===== config.mk =====
export PLATFORM = sky130hd
export DESIGN_NAME = fetch_unit_ras
export DESIGN_NICKNAME = d
export VERILOG_FILES = /design/src/rtl/cpu_pkg.sv /design/src/rtl/ras_stack.sv /design/src/rtl/fetch_unit_ras.sv
export SDC_FILE = /design/constraint.sdc
export NUM_CORES = 1
export LEC_CHECK = 0
export ABC_AREA = 0
export CAP_MARGIN = 5
export CELL_PAD_IN_SITES_DETAIL_PLACEMENT = 0
export CELL_PAD_IN_SITES_GLOBAL_PLACEMENT = 2
export CORE_ASPECT_RATIO = 0.7
export CORE_MARGIN = 2
export CORE_UTILIZATION = 35
export CTS_BUF_LIST = sky130_fd_sc_hd__clkbuf_2
export DETAILED_ROUTE_END_ITERATION = 7
export GPL_TIMING_DRIVEN = 1
export HOLD_SLACK_MARGIN = 0.06
export PLACE_DENSITY_LB_ADDON = 0.15
export SETUP_SLACK_MARGIN = 0.02
export SLEW_MARGIN = 5
export SYNTH_ARGS = -nofsm -noshare
export SYNTH_HDL_FRONTEND = slang
export SYNTH_HIERARCHICAL = 1
export SYNTH_SLANG_ARGS = --single-unit
export TNS_END_PERCENT = 50

===== constraint.sdc =====
create_clock -name clk -period 7.65 [get_ports clk]
set_input_delay 1.53 -clock clk [delete_from_list [all_inputs] [get_ports clk]]
set_output_delay 1.53 -clock clk [all_outputs]
set_load 0.01 [all_outputs]

===== src/rtl/cpu_pkg.sv =====
// Shared definitions for the CPU front end.
//   mem_cmd_e     : memory command codes driven on mem_cmd.
//   pc_sel_e      : PC update selectors carried on pc_sel (6 and 7 are reserved no-ops).
//   fetch_state_e : states of the instruction-fetch controller.
package cpu_pkg;

  typedef enum logic [1:0] {
    MNONE  = 2'b00,
    MREAD  = 2'b01,
    MWRITE = 2'b10
  } mem_cmd_e;

  typedef enum logic [2:0] {
    PC_RSTV = 3'd0,
    PC_ABS  = 3'd1,
    PC_REL  = 3'd2,
    PC_INC  = 3'd3,
    PC_CALL = 3'd4,
    PC_RET  = 3'd5
  } pc_sel_e;

  typedef enum logic {
    S_IDLE  = 1'b0,
    S_FETCH = 1'b1
  } fetch_state_e;

endpackage


===== src/rtl/ras_stack.sv =====
// Circular return-address stack.
//   i_clk, i_rst_n : clock, synchronous active-low reset
//   i_push, i_data : push i_data; when full the oldest entry is overwritten
//   i_pop          : discard the top entry; popping an empty stack leaves it empty
//   o_top          : current top entry (meaningful only when !o_empty)
//   o_empty/o_full : occupancy flags
//   o_ovf/o_unf    : sticky overflow / underflow flags, cleared by reset only
// i_push and i_pop are never asserted together by the parent.
module ras_stack
  import cpu_pkg::*;
#(
  parameter int AW        = 9,
  parameter int RAS_DEPTH = 4
) (
  input  logic          i_clk,
  input  logic          i_rst_n,
  input  logic          i_push,
  input  logic          i_pop,
  input  logic [AW-1:0] i_data,
  output logic [AW-1:0] o_top,
  output logic          o_empty,
  output logic          o_full,
  output logic          o_ovf,
  output logic          o_unf
);

  localparam int PW = $clog2(RAS_DEPTH);

  logic [AW-1:0] r_mem [RAS_DEPTH];
  logic [PW-1:0] r_sp;      // next slot to write; top lives at r_sp-1
  logic [PW:0]   r_count;
  logic          r_ovf;
  logic          r_unf;
  logic [PW-1:0] w_top_idx;
  logic          w_empty;
  logic          w_full;

  assign w_top_idx = r_sp - PW'(1);
  assign w_empty   = (r_count == '0);
  assign w_full    = (r_count == (PW+1)'(RAS_DEPTH));

  assign o_top   = r_mem[w_top_idx];
  assign o_empty = w_empty;
  assign o_full  = w_full;
  assign o_ovf   = r_ovf;
  assign o_unf   = r_unf;

  // NOTE: the storage array is cleared on reset too, so o_top never shows
  // stale data from before reset; at this depth the cost is negligible.
  always_ff @(posedge i_clk) begin
    if (!i_rst_n) begin
      for (int i = 0; i < RAS_DEPTH; i++) r_mem[i] <= '0;
      r_sp    <= '0;
      r_count <= '0;
      r_ovf   <= 1'b0;
      r_unf   <= 1'b0;
    end else if (i_push) begin
      // When full, r_sp already points at the oldest entry, so writing there
      // drops it and the count saturates.
      r_mem[r_sp] <= i_data;
      r_sp        <= r_sp + PW'(1);
      if (w_full) r_ovf   <= 1'b1;
      else        r_count <= r_count + (PW+1)'(1);
    end else if (i_pop) begin
      if (w_empty) begin
        r_unf <= 1'b1;
      end else begin
        r_sp    <= w_top_idx;
        r_count <= r_count - (PW+1)'(1);
      end
    end
  end

endmodule


===== src/rtl/fetch_unit_ras.sv =====
// PC / instruction-register front end with return-address stack and a
// wait-state memory read handshake with timeout.
//   clk, reset    : clock, synchronous active-low reset
//   halt          : freezes all state; no memory command while high
//   pc_load       : update PC according to pc_sel (only when idle)
//   pc_sel        : RSTV, ABS, REL, INC, CALL, RET (6-7 no-op)
//   abs_target    : target for ABS and CALL
//   rel_offset    : two's-complement offset for REL
//   fetch_req     : start a fetch at PC (the updated PC if pc_load is also high)
//   mem_cmd       : NONE / READ
//   mem_addr      : fetch address, held for the whole fetch
//   mem_rdata     : read data, taken when mem_ready is high
//   mem_ready     : read data valid
//   ir, ir_valid  : instruction register and its one-cycle update pulse
//   pc            : program counter
//   busy          : a fetch is in progress
//   fetch_err     : sticky, a fetch timed out
//   ras_ovf       : sticky, CALL pushed onto a full stack
//   ras_unf       : sticky, RET popped an empty stack
module fetch_unit_ras
  import cpu_pkg::*;
#(
  parameter int            AW        = 9,
  parameter int            IW        = 16,
  parameter int            RAS_DEPTH = 4,
  parameter int            MAX_WAIT  = 15,
  parameter logic [AW-1:0] RESET_VEC = '0
) (
  input  logic          clk,
  input  logic          reset,
  input  logic          halt,
  input  logic          pc_load,
  input  logic [2:0]    pc_sel,
  input  logic [AW-1:0] abs_target,
  input  logic [AW-1:0] rel_offset,
  input  logic          fetch_req,
  output logic [1:0]    mem_cmd,
  output logic [AW-1:0] mem_addr,
  input  logic [IW-1:0] mem_rdata,
  input  logic          mem_ready,
  output logic [IW-1:0] ir,
  output logic          ir_valid,
  output logic [AW-1:0] pc,
  output logic          busy,
  output logic          fetch_err,
  output logic          ras_ovf,
  output logic          ras_unf
);

  localparam int WAIT_W = (MAX_WAIT < 1) ? 1 : $clog2(MAX_WAIT + 1);

  fetch_state_e  r_state;
  logic [AW-1:0] r_pc;
  logic [IW-1:0] r_ir;
  logic          r_ir_valid;
  logic [AW-1:0] r_mem_addr;
  logic [WAIT_W-1:0] r_wait_cnt;
  logic          r_fetch_err;

  logic [AW-1:0] w_pc_inc;
  logic [AW-1:0] w_pc_next;
  logic          w_do_load;
  logic          w_push;
  logic          w_pop;
  logic [AW-1:0] w_ras_top;
  logic          w_ras_empty;
  logic          w_unused_ras_full;
  logic          w_ras_ovf;
  logic          w_ras_unf;

  // PC requests are honoured only when idle and not frozen.
  assign w_do_load = pc_load && !halt && (r_state == S_IDLE);
  assign w_push    = w_do_load && (pc_sel == PC_CALL);
  assign w_pop     = w_do_load && (pc_sel == PC_RET);
  assign w_pc_inc  = r_pc + AW'(1);

  // NOTE: every output gets a default before the case so no path leaves it
  // unassigned, which keeps this purely combinational.
  always_comb begin
    w_pc_next = r_pc;
    case (pc_sel)
      PC_RSTV: w_pc_next = RESET_VEC;
      PC_ABS:  w_pc_next = abs_target;
      PC_REL:  w_pc_next = r_pc + rel_offset;
      PC_INC:  w_pc_next = w_pc_inc;
      PC_CALL: w_pc_next = abs_target;
      PC_RET:  w_pc_next = w_ras_empty ? RESET_VEC : w_ras_top;
      default: w_pc_next = r_pc;
    endcase
  end

  ras_stack #(
    .AW        (AW),
    .RAS_DEPTH (RAS_DEPTH)
  ) u_ras (
    .i_clk   (clk),
    .i_rst_n (reset),
    .i_push  (w_push),
    .i_pop   (w_pop),
    .i_data  (w_pc_inc),
    .o_top   (w_ras_top),
    .o_empty (w_ras_empty),
    .o_full  (w_unused_ras_full),
    .o_ovf   (w_ras_ovf),
    .o_unf   (w_ras_unf)
  );

  // NOTE: state is updated with non-blocking assignments so every flop samples
  // the values from before this edge, independent of statement order.
  always_ff @(posedge clk) begin
    if (!reset) begin
      r_state     <= S_IDLE;
      r_pc        <= RESET_VEC;
      r_ir        <= '0;
      r_ir_valid  <= 1'b0;
      r_mem_addr  <= '0;
      r_wait_cnt  <= '0;
      r_fetch_err <= 1'b0;
    end else begin
      r_ir_valid <= 1'b0;
      if (!halt) begin
        case (r_state)
          S_IDLE: begin
            if (pc_load) r_pc <= w_pc_next;
            if (fetch_req) begin
              r_state    <= S_FETCH;
              r_wait_cnt <= '0;
              // A simultaneous PC update wins: fetch from the new PC.
              r_mem_addr <= pc_load ? w_pc_next : r_pc;
            end
          end
          S_FETCH: begin
            if (mem_ready) begin
              r_ir       <= mem_rdata;
              r_ir_valid <= 1'b1;
              r_state    <= S_IDLE;
            end else if (r_wait_cnt == WAIT_W'(MAX_WAIT)) begin
              r_fetch_err <= 1'b1;
              r_state     <= S_IDLE;
            end else begin
              r_wait_cnt <= r_wait_cnt + WAIT_W'(1);
            end
          end
          default: r_state <= S_IDLE;
        endcase
      end
    end
  end

  assign mem_cmd   = ((r_state == S_FETCH) && !halt) ? MREAD : MNONE;
  assign mem_addr  = r_mem_addr;
  assign ir        = r_ir;
  assign ir_valid  = r_ir_valid;
  assign pc        = r_pc;
  assign busy      = (r_state == S_FETCH);
  assign fetch_err = r_fetch_err;
  assign ras_ovf   = w_ras_ovf;
  assign ras_unf   = w_ras_unf;

endmodule

# == Word level (Yosys, flattened, before mapping) ==
# Memories as Yosys holds them, arrays and structs flattened.
# Cells that the tools add are included.
# word_totals
out_inout_bits,41
ram_bits,36
memories,1
inputBits,43
ff_bits,48
elab_cells,84
# op_classes
n_reduce_logical,21
n_mux,27
bitwise_logic,5
eq_ne,12
addsub,7
# memory_table
name,words,width,rd,rd_ports_with_merged_regs,write_ports,line,rtl
u_ras.r_mem,4,9,1,0,4,ras_stack.sv:29,logic [AW-1:0] r_mem [RAS_DEPTH];
# ops
operator,count
$pmux W9 S5,1
$mux W9,3
$mux W3,4
$mux W4,3
$reduce_and A3 Y1,4
$mux W1,10
$add A9 B1 Y9 const B,1
$add A9 B9 Y9,1
$eq A3 B3 Y1 const B,3
$reduce_or A9 Y1,1
$mux W2,4
$ne A2 B2 Y1 const B,4
$pmux W4 S2,1
$reduce_and A4 Y1,2
$eq A3 B2 Y1 const B,2
$logic_not A3 Y1,2
$reduce_and A2 Y1,3
$logic_and A1 B1 Y1,5
$not A1 Y1,5
$add A4 B1 Y4 const B,1
$eq A4 B4 Y1 const B,1
$add A3 B1 Y3 const B,1
$eq A3 B1 Y1 const B,1
$reduce_or A3 Y1,1
8 further kinds,8

# == Longest topological paths before layout ==
# logic_depth
depth_word,9
depth_mapped,11

# == Hierarchy ==
# The synthesis kept the hierarchy.
# modules_own_cells
module,seq_area_each_um2,area_per_inst_um2,cells_each,n_inst
fetch_unit_ras,820.8,2563.7,316,1
ras_stack,1221.2,1958.1,154,1

# == Least setup slack after synthesis ==
# Ideal clock, no wire load.
# synth_path
kind,input to register
start,input port pc_sel[1]
end,register u_ras.r_count[2]
t_arrival_ns,3.704
setup_ns,0.086
required_ns,7.564
path_slack_ns,3.860
path_stages,10
path_cell_list,buf_6 clkbuf_1 nor3_1 nand2_1 nor2_1 buf_2 inv_1 fa_1 or3_1 a221oi_2
# synth_via
elab_chain_len,4
word_cells_on_any_way,9
cone_classes,eq/ne: 4; mux: 1; reduce/logical: 4
# synth_lines
item,line,rtl
start: declaration,fetch_unit_ras.sv:33,"input logic [2:0] pc_sel,"
$eq A3 B3 Y1 (*),fetch_unit_ras.sv:73,assign w_push = w_do_load && (pc_sel == PC_CALL);
$logic_and A1 B1 Y1 (*),fetch_unit_ras.sv:73,
net w_push,fetch_unit_ras.sv:63,logic w_push;
"$ne A2 B2 Y1 (no line), or another cell as far along",n/a,
$reduce_and A3 Y1 (no line),n/a,
end signal: assignment,ras_stack.sv:63,else r_count <= r_count + (PW+1)'(1);
end signal: assignment,ras_stack.sv:69,r_count <= r_count - (PW+1)'(1);
end: declaration,ras_stack.sv:31,logic [PW:0] r_count;
# The timed path passes the listed nets; every way through them passes the cells marked *.
# A chain may end at the register's enable or synchronous reset.

==> results.toml <==
[layout]
seq_area_mm2 = 0.00204
area_delta_synth_final_pct = 22.2
multi_input_area_mm2 = 0.00224
num_antenna_cells = 0
postLayoutCoreUtil_pct = 44.1
drive_gt1_share_pct = 8.86
n_fill_cell = 1249
nNetsFinal = 592

[timing]
fin_crit_sh_pct = 61.0
hold_violations = 0
timing.final.crit_period_ns = 4.67
finalSetupTns_ns = 0
finalSetupViolCount = 0
timing.final.max_slew_violations = 0
worst_slew_pin_slew_ns = 1.28
fmax_mhz = 214
rsz0062_at_grt = "no"
relSlewSlack_pct = 13.7
fin_ws_ns = 2.98
skew_ns = 0.0348

[placed_design]
portBuffers = 82
hpwl_mm = 9.05
place.gp.congestion = 0.807
place_ws_ns = 2.39

[floorplan]
die_w_um = 140
die_y_um = 99.0
rows = 34
dieArea_mm2 = 0.0138
ios = 84
core-area_mm2 = 0.0125
start_util_pct = 36.1

[clock_tree]
clock_sinks = 84
cts-root-buf = "clkbuf_2"
cts_hold_buf = 0
cts_resized = 0
cts_setup_buffers = 0
htreeDepth = 3
clockBufferDepth = 2
cts_tree = "done"
clock_latency_ns = 0.58
cts_made_buffers = 9
clk_pin_slew_ns = 0.24

[power]
internal-power_mw = 0.630
p_leak_nw = 2.05
switching_power_mw = 0.261
power.density_mw_per_mm2 = 161
p_comb_share_pct = 15.6
clockPowerShare_pct = 28.6
peakVddDrop_mv = 0.0631
pwr-share-seq_pct = 55.8
switching_share_pct = 29.3

[setup_path]
crit_top_cell = "inv_1"
r2r-end = "u_ras/r_mem[0][4]"
path_max_fanout = 15
crit_family = "buffers and inverters"
path_cells = "clkdlybuf4s50_1 > inv_1 > nor3_1 > nand2_1 > nor2_1 > inv_1 > o21ai_0"
crit_required_ns = 7.87
worstSetupStartpointType = "input pin"
critPathSlowestCell = "o21ai_0"
rr_worst_depth = 6
rrSetupSlack_ns = 4.18
critPathBufInv = 3
r2r_start = "busy"
cp.arrival_ns = 4.89
cp-end-kind = "flop"
path_class = "in -> reg"
crit_path_start = "pc_sel[2]"
cp_slowest_stage_delay_ns = 1.08

[yosys]
syn_area_mm2 = 0.00452
synth_cells = 469
synth_fp_nets = 524
ys_warn_count = 6
syn_avg_cell_area_um2 = 9.63

[status]
status = "complete, no violations"

[global_route]
grt_pass1_wl_mm = 19.8
antenna_found_initial = 0
grt_max_degree = 55
grt_pass1_vias = 3535
track_usage_pct = 18.5
grt-ovfl-total = 0

[job]
cap_viol_max_count = 0

[routing]
dr.pass1.iters = 5
drc = 0
drt-initial-drc-count = 181
vias = 3637
routed_via_density = 5.17
wl_per_cell_um = 17.8
ant_nets = 0
drt-total-wl_mm = 12.5

[worst_hold_path]
hold_depth = 2
worstHoldEndpoint = "ir[0]"
hold_class = "reg -> reg"
hp-start = "ir[0]"
==> worst min-delay path, cell delays in order, from the launching register on <==
cell and delay (ns):
dfxtp_1 0.36, nand2_1 0.04, a21boi_0 0.06
==> power groups by stage <==
stage          Clock (mW)  Sequential, mW  Combinational [mW]
2_1_floorplan           0           0.503              0.0770
3_3_place_gp            0           0.506               0.138
3_5_place_dp            0           0.506               0.139
4_1_cts             0.266           0.497               0.139
5_1_grt             0.284           0.500               0.152
6_report            0.254           0.497               0.139
==> state kept, by name (all words and copies together), names as in the netlist <==
register and cells:
busy 1, fetch_err 1, ir 16, ir_valid 1, mem_addr 9, pc 9
r_wait_cnt 4, u_ras/o_ovf 1, u_ras/o_unf 1, u_ras/r_count 3, u_ras/r_mem 36, u_ras/r_sp 2
==> cell usage in the layout (no fill, tap or decap), types with 4 or more instances in the layout <==
cell and count:
a21oi_1 16, o21ai_0 28, a21boi_0 18, xor2_1 10, buf_4 4, nor2b_1 6, nand2b_1 5, nor3b_1 5
clkdlybuf4s50_1 82, ha_1 10, nand3_1 17, inv_1 15, nor2_1 46, and2_1 5, a211oi_1 4, edfxtp_1 36
mux2i_1 6, o21a_1 4, clkbuf_2 10, dfxtp_1 48, mux4_2 9, nand3b_1 4, a31oi_1 6, nand2_1 72
xnor2_1 5
==> stage by stage <==
step / hold slack (ns) / total power, mW / instance area, µm² / instances
detailed placement: 0.457 / 0.644 / 5400 / 688
finish: 0.479 / 0.890 / 5520 / 704
floorplan: 0.469 / 0.580 / 4520 / 469
global route: 0.496 / 0.935 / 5520 / 704
global placement: 0.447 / 0.643 / 5400 / 688
CTS: 0.483 / 0.902 / 5520 / 704
==> final cells by class <==
cell class | count | area share (%)
inverters | 16 | 1.18
multi-input cells | 340 | 40.5
clock inverters | 6 | 1.29
flip-flops and latches | 84 | 37.0
repair buffers | 86 | 15.4
clock buffers | 10 | 0.907
well taps | 162 | 3.67
==> worst max path at each step <==
stage / end / slack (ns) / cells after the start
5_1_grt: u_ras/r_mem[0][4] / 2.78 / 7
2_1_floorplan: u_ras/r_count[2] / 3.86 / 10
4_1_cts: u_ras/r_mem[0][4] / 3.03 / 7
6_report: u_ras/r_mem[0][4] / 2.98 / 7
3_5_place_dp: u_ras/r_mem[0][4] / 2.39 / 7
3_3_place_gp: u_ras/r_mem[0][1] / 2.59 / 7
==> metal layers <==
layer  track usage [%]  vias up  routed length (µm)  part of all wire [%]
met4              4.62        0                 129                   1.0
met1              28.6     1721                6680                    53
met5                 0        -                   0                     0
li1                  -     1805                   -                     -
met2              26.1      101                5090                    41
met3              4.08       10                 611                   4.9
Power figures use the tool's default switching activity.
==> RTL edit 1: new RTL, config.mk and constraints unchanged <==
Register the input `rel_offset` before use, without a reset. The logic sees it one clock later. The other inputs are not delayed to match.
--- a/src/rtl/fetch_unit_ras.sv
+++ b/src/rtl/fetch_unit_ras.sv
@@ -49,6 +49,12 @@
 
   localparam int WAIT_W = (MAX_WAIT < 1) ? 1 : $clog2(MAX_WAIT + 1);
 
+  logic [AW-1:0] rel_offset_q;
+
+  always_ff @(posedge clk) begin
+    rel_offset_q <= rel_offset;
+  end
+
   fetch_state_e  r_state;
   logic [AW-1:0] r_pc;
   logic [IW-1:0] r_ir;
@@ -81,7 +87,7 @@
     case (pc_sel)
       PC_RSTV: w_pc_next = RESET_VEC;
       PC_ABS:  w_pc_next = abs_target;
-      PC_REL:  w_pc_next = r_pc + rel_offset;
+      PC_REL:  w_pc_next = r_pc + rel_offset_q;
       PC_INC:  w_pc_next = w_pc_inc;
       PC_CALL: w_pc_next = abs_target;
       PC_RET:  w_pc_next = w_ras_empty ? RESET_VEC : w_ras_top;
Function: changed (a bounded check fails within 4 cycles, from zero or initial values and one cycle with reset low).
==> RTL edit 1 against the original RTL <==
- worst setup slack better by 0.28 ns
- highest routed layer unchanged
- final area increased by 3.4%
- sequential power grew 10%
- routed wire length increased by 0.20%
- power rose by 3.8%
- area after synthesis rose by 4.1%
- sequential cell count increased by 9
- largest cell class unchanged
- via count grew 4.9%
==> RTL edit 1: results (changes against the original RTL) <==
| Metric | Value |
|---|---|
| Status | completed |
| First-pass DRT Iterations | 6 (+1) |
| Number of global-route vias before repair | 3478 (-1.6%) |
| Part of the power in combinational logic | 15.1% (-0.5 points) |
| GR Util met3 | 4.323% (+0.24 points) |
| M1 WL | 6232 um (-6.7%) |
| CP max-delay cell | clkdlybuf4s50_1 |
| R2R depth | 7 (+1) |
| Bufs w/o clock | 85 (-1.2%) |
| CP max FO | 7 (-8) |
| Power Internal | 647.5 uW (+2.8%) |
| VDD IR max | 0.06520 mV (+3.4%) |
| CP max stage delay | 0.57 ns (-0.51 ns) |
| Layout cell share with drive strength beyond 1 | 8.214% (-0.64 points) |
| Clock Skews | 0.02332 ns (-0.01148 ns) |
| Gpl congestion | 0.7847 (-2.8%) |
| 1st-iter DRT viols | 302 (+67%) |
| P_seq | 547 uW (+10%) |
| Inverters | 20 (+4) |
| Met2 WL post-DR | 5352 um (+5.1%) |
| Arrival @ worst endpoint | 2.86 ns (-2.03 ns) |
| Clk sinks | 93 (+11%) |
| Layout clock buffer count | 9 (-1) |
| Clk cell area share | 1.799% (-0.40 points) |
| Net Sw Power | 276.4 uW (+6.1%) |
| Multi-In Gates | 346 (+1.8%) |
| Resized cells post-CTS | 0 (unchanged) |
| I/O Buffers | 82 (unchanged) |
| Multi-input gate area | 2252 um2 (+0.73%) |
| Clock Latency Late Sink | 0.59 ns |
| GRT met1 Usage | 24.94% (-3.6 points) |
| Reg2Reg Setup Slack | 4.87 ns (+0.69 ns) |
| Met2 usage | 26.55% (+0.47 points) |
| Overall Global Routing Usage | 17.53% (-0.99 points) |
| DR WL/cell | 17.27 um (-2.8%) |
| Sequential standard cell area | 2222 um2 (+8.8%) |
| Worst-margin pin slew | 1.277 ns (-0.004401 ns) |
| Lkg Pwr | 2.076 nW (+1.5%) |
| Via Count | 3814 (+4.9%) |
| Worst-path clk slew | 0.26 ns (+0.02 ns) |
| Synth Net Count | 541 (+3.2%) |
| Global-route wire length before repair | 19110 um (-3.4%) |
| Post-layout nets | 610 (+3.0%) |
| Data buffer area share | 14.79% (-0.63 points) |
| Filler cells | 1339 (+7.2%) |
| Hold_buf cts | 0 (unchanged) |
| Largest net degree at the start of global routing | 48 (-13%) |
| WL met3 | 830 um (+36%) |
| Setup Buffers After CTS | 0 (unchanged) |
| HPWL Detailed | 9277 um (+2.5%) |
RTL edit 1: stage by stage:
step	hold slack, ns	worst slack (ns)	area [um2]	instances
global placement	0.4364	3.163	5600	710
CTS	0.4756	3.236	5703	726
global route	0.4865	3.173	5703	726
finish	0.4703	3.260	5703	726
detailed placement	0.4412	3.041	5600	710
floorplan	0.4704	3.698	4701	486
RTL edit 1: path summary, 6_finish.rpt:
check	endpoint	start
setup / recovery	mem_cmd[0]	halt
hold / removal	mem_addr[7]$_SDFFE_PN0P_	mem_addr[7]$_SDFFE_PN0P_
setup reg to reg	u_ras/r_mem[1][4]$_SDFFCE_PN0P_	busy$_SDFFE_PN0N_
hold reg to reg	mem_addr[7]$_SDFFE_PN0P_	mem_addr[7]$_SDFFE_PN0P_
RTL edit 1: worst reg2reg max path, delay by kind of cell (launching register included):
| kind | cells | cell delay, ns |
|---|---|---|
| AOI/OAI and AO/OA | 1 | 1.01 |
| DFF | 1 | 0.43 |
| and+or+nand+nor | 3 | 0.42 |
| buffers and inverters | 3 | 0.59 |
==> RTL edit 2: new RTL, config.mk and constraints unchanged <==
Made on the original files. Set the parameter `IW` to 15 (it was 16).
--- a/src/rtl/fetch_unit_ras.sv
+++ b/src/rtl/fetch_unit_ras.sv
@@ -21,7 +21,7 @@
   import cpu_pkg::*;
 #(
   parameter int            AW        = 9,
-  parameter int            IW        = 16,
+  parameter int            IW        = 15,
   parameter int            RAS_DEPTH = 4,
   parameter int            MAX_WAIT  = 15,
   parameter logic [AW-1:0] RESET_VEC = '0
Ports: changed (resized ir and mem_rdata); port bits go from 84 to 82. The function was not compared with the original's and may differ.
==> RTL edit 2 against the original RTL <==
- area after synthesis increased by 1.2%
- sequential share of layout area decreased by 0.87 points
- sequential cell count decreased by 1
- highest routed layer unchanged
- final area increased by 1.4%
- clock power decreased by 3%
- register-to-register slack improved by 0.29 ns
- worst setup slack improved by 0.24 ns
- power decreased by 0.48%
- routed wire length increased by 3.4%
- synthesized cell count increased by 1.7%
- sequential power decreased by 1%
- combinational power increased by 6%
- first-iteration DRC count increased by 52%
==> RTL edit 2: results (changes against the original RTL) <==
| Metric | Value |
|---|---|
| Seq cells | 83 (-1.2%) |
| Layout area overhead | 22.42% |
| Place WS | 2.690 ns (+0.3035 ns) |
| Data buffer area share | 15.25% (-0.17 points) |
| Sequential cell area share | 36.14% (-0.87 points) |
| Hold path startpoint | mem_addr[0]$_SDFFE_PN0P_ |
| CP max stage delay | 0.56 ns (-0.52 ns) |
| Final wirelength | 12940 um (+3.4%) |
| Arrival @ worst endpoint | 2.90 ns (-1.99 ns) |
| Post-Syn Area | 4571 um2 (+1.2%) |
| R2R depth | 8 (+2) |
| VDD IR max | 0.07799 mV (+24%) |
| Status | completed |
| Vias per cell | 5.301 (+2.6%) |
| Number of global-route vias before repair | 3702 (+4.7%) |
| Worst-margin pin slew | 0.9678 ns (-0.3139 ns) |
| Multi-In Gates | 343 (+0.88%) |
| DP Cell Count | 698 (+1.5%) |
| I/O Buffers | 80 (-2.4%) |
| Overall Global Routing Usage | 19.05% (+0.52 points) |
| DP Area | 5474 um2 (+1.4%) |
| Global-route wire length before repair | 20710 um (+4.7%) |
| Critical path type | in2out |
| Resized cells post-CTS | 0 (unchanged) |
| DR WL/cell | 18.12 um (+2.0%) |
| Synth Net Count | 531 (+1.3%) |
| Lkg Pwr | 2.105 nW (+2.9%) |
| Largest net degree at the start of global routing | 53 (-3.6%) |
| Synth Area per Inst | 9.582 um2 (-0.48%) |
| Switching part of the total power | 29.55% (+0.28 points) |
| CP max-delay cell | clkdlybuf4s50_1 |
| Layout clock buffer count | 9 (-1) |
| Bufs w/o clock | 87 (+1.2%) |
| Clock Latency Late Sink | 0.56 ns (-0.02 ns) |
| Clk cell area share | 2.169% (-0.030 points) |
| HPWL Detailed | 9339 um (+3.2%) |
| CP max FO | 5 (-10) |
| 1st-iter DRT viols | 276 (+52%) |
| Fraction of area in multi-input gates | 41.19% (+0.67 points) |
| Worst Setup SP | halt |
| Layout cell share with drive strength beyond 1 | 9.420% (+0.56 points) |
| Inverters | 23 (+7) |
| Gpl congestion | 0.8183 (+1.4%) |
| Clock Skews | 0.02550 ns (-0.009299 ns) |
| Post-layout nets | 601 (+1.5%) |
| First-pass DRT Iterations | 6 (+1) |
| Filler cells | 1214 (-2.8%) |
==> RTL edit 2: final timing paths <==
kind                                                      end  slack [ns]
worst max-delay path                               mem_cmd[0]        3.22
worst min-delay path                 mem_addr[0]$_SDFFE_PN0P_        0.47
worst max register to register  u_ras/r_count[2]$_SDFFE_PN0P_        4.47
worst min register to register       mem_addr[0]$_SDFFE_PN0P_        0.47
==> RTL edit 2: layer usage <==
layer	share of wire (%)	global-route usage (%)	vias up
li1	-	-	1864
met1	51	27.65	1800
met2	41	27.87	108
met3	6.5	5.441	13
met4	1.4	5.077	0
met5	0	0	-
==> RTL edit 2: power by group through the flow <==
stage / clock, mW / combinational (mW) / sequential, mW
after floorplan: 0 / 0.0811 / 0.497
after global placement: 0 / 0.147 / 0.500
after detailed placement: 0 / 0.147 / 0.501
after CTS: 0.254 / 0.148 / 0.492
after global routing: 0.273 / 0.161 / 0.494
final: 0.247 / 0.148 / 0.492
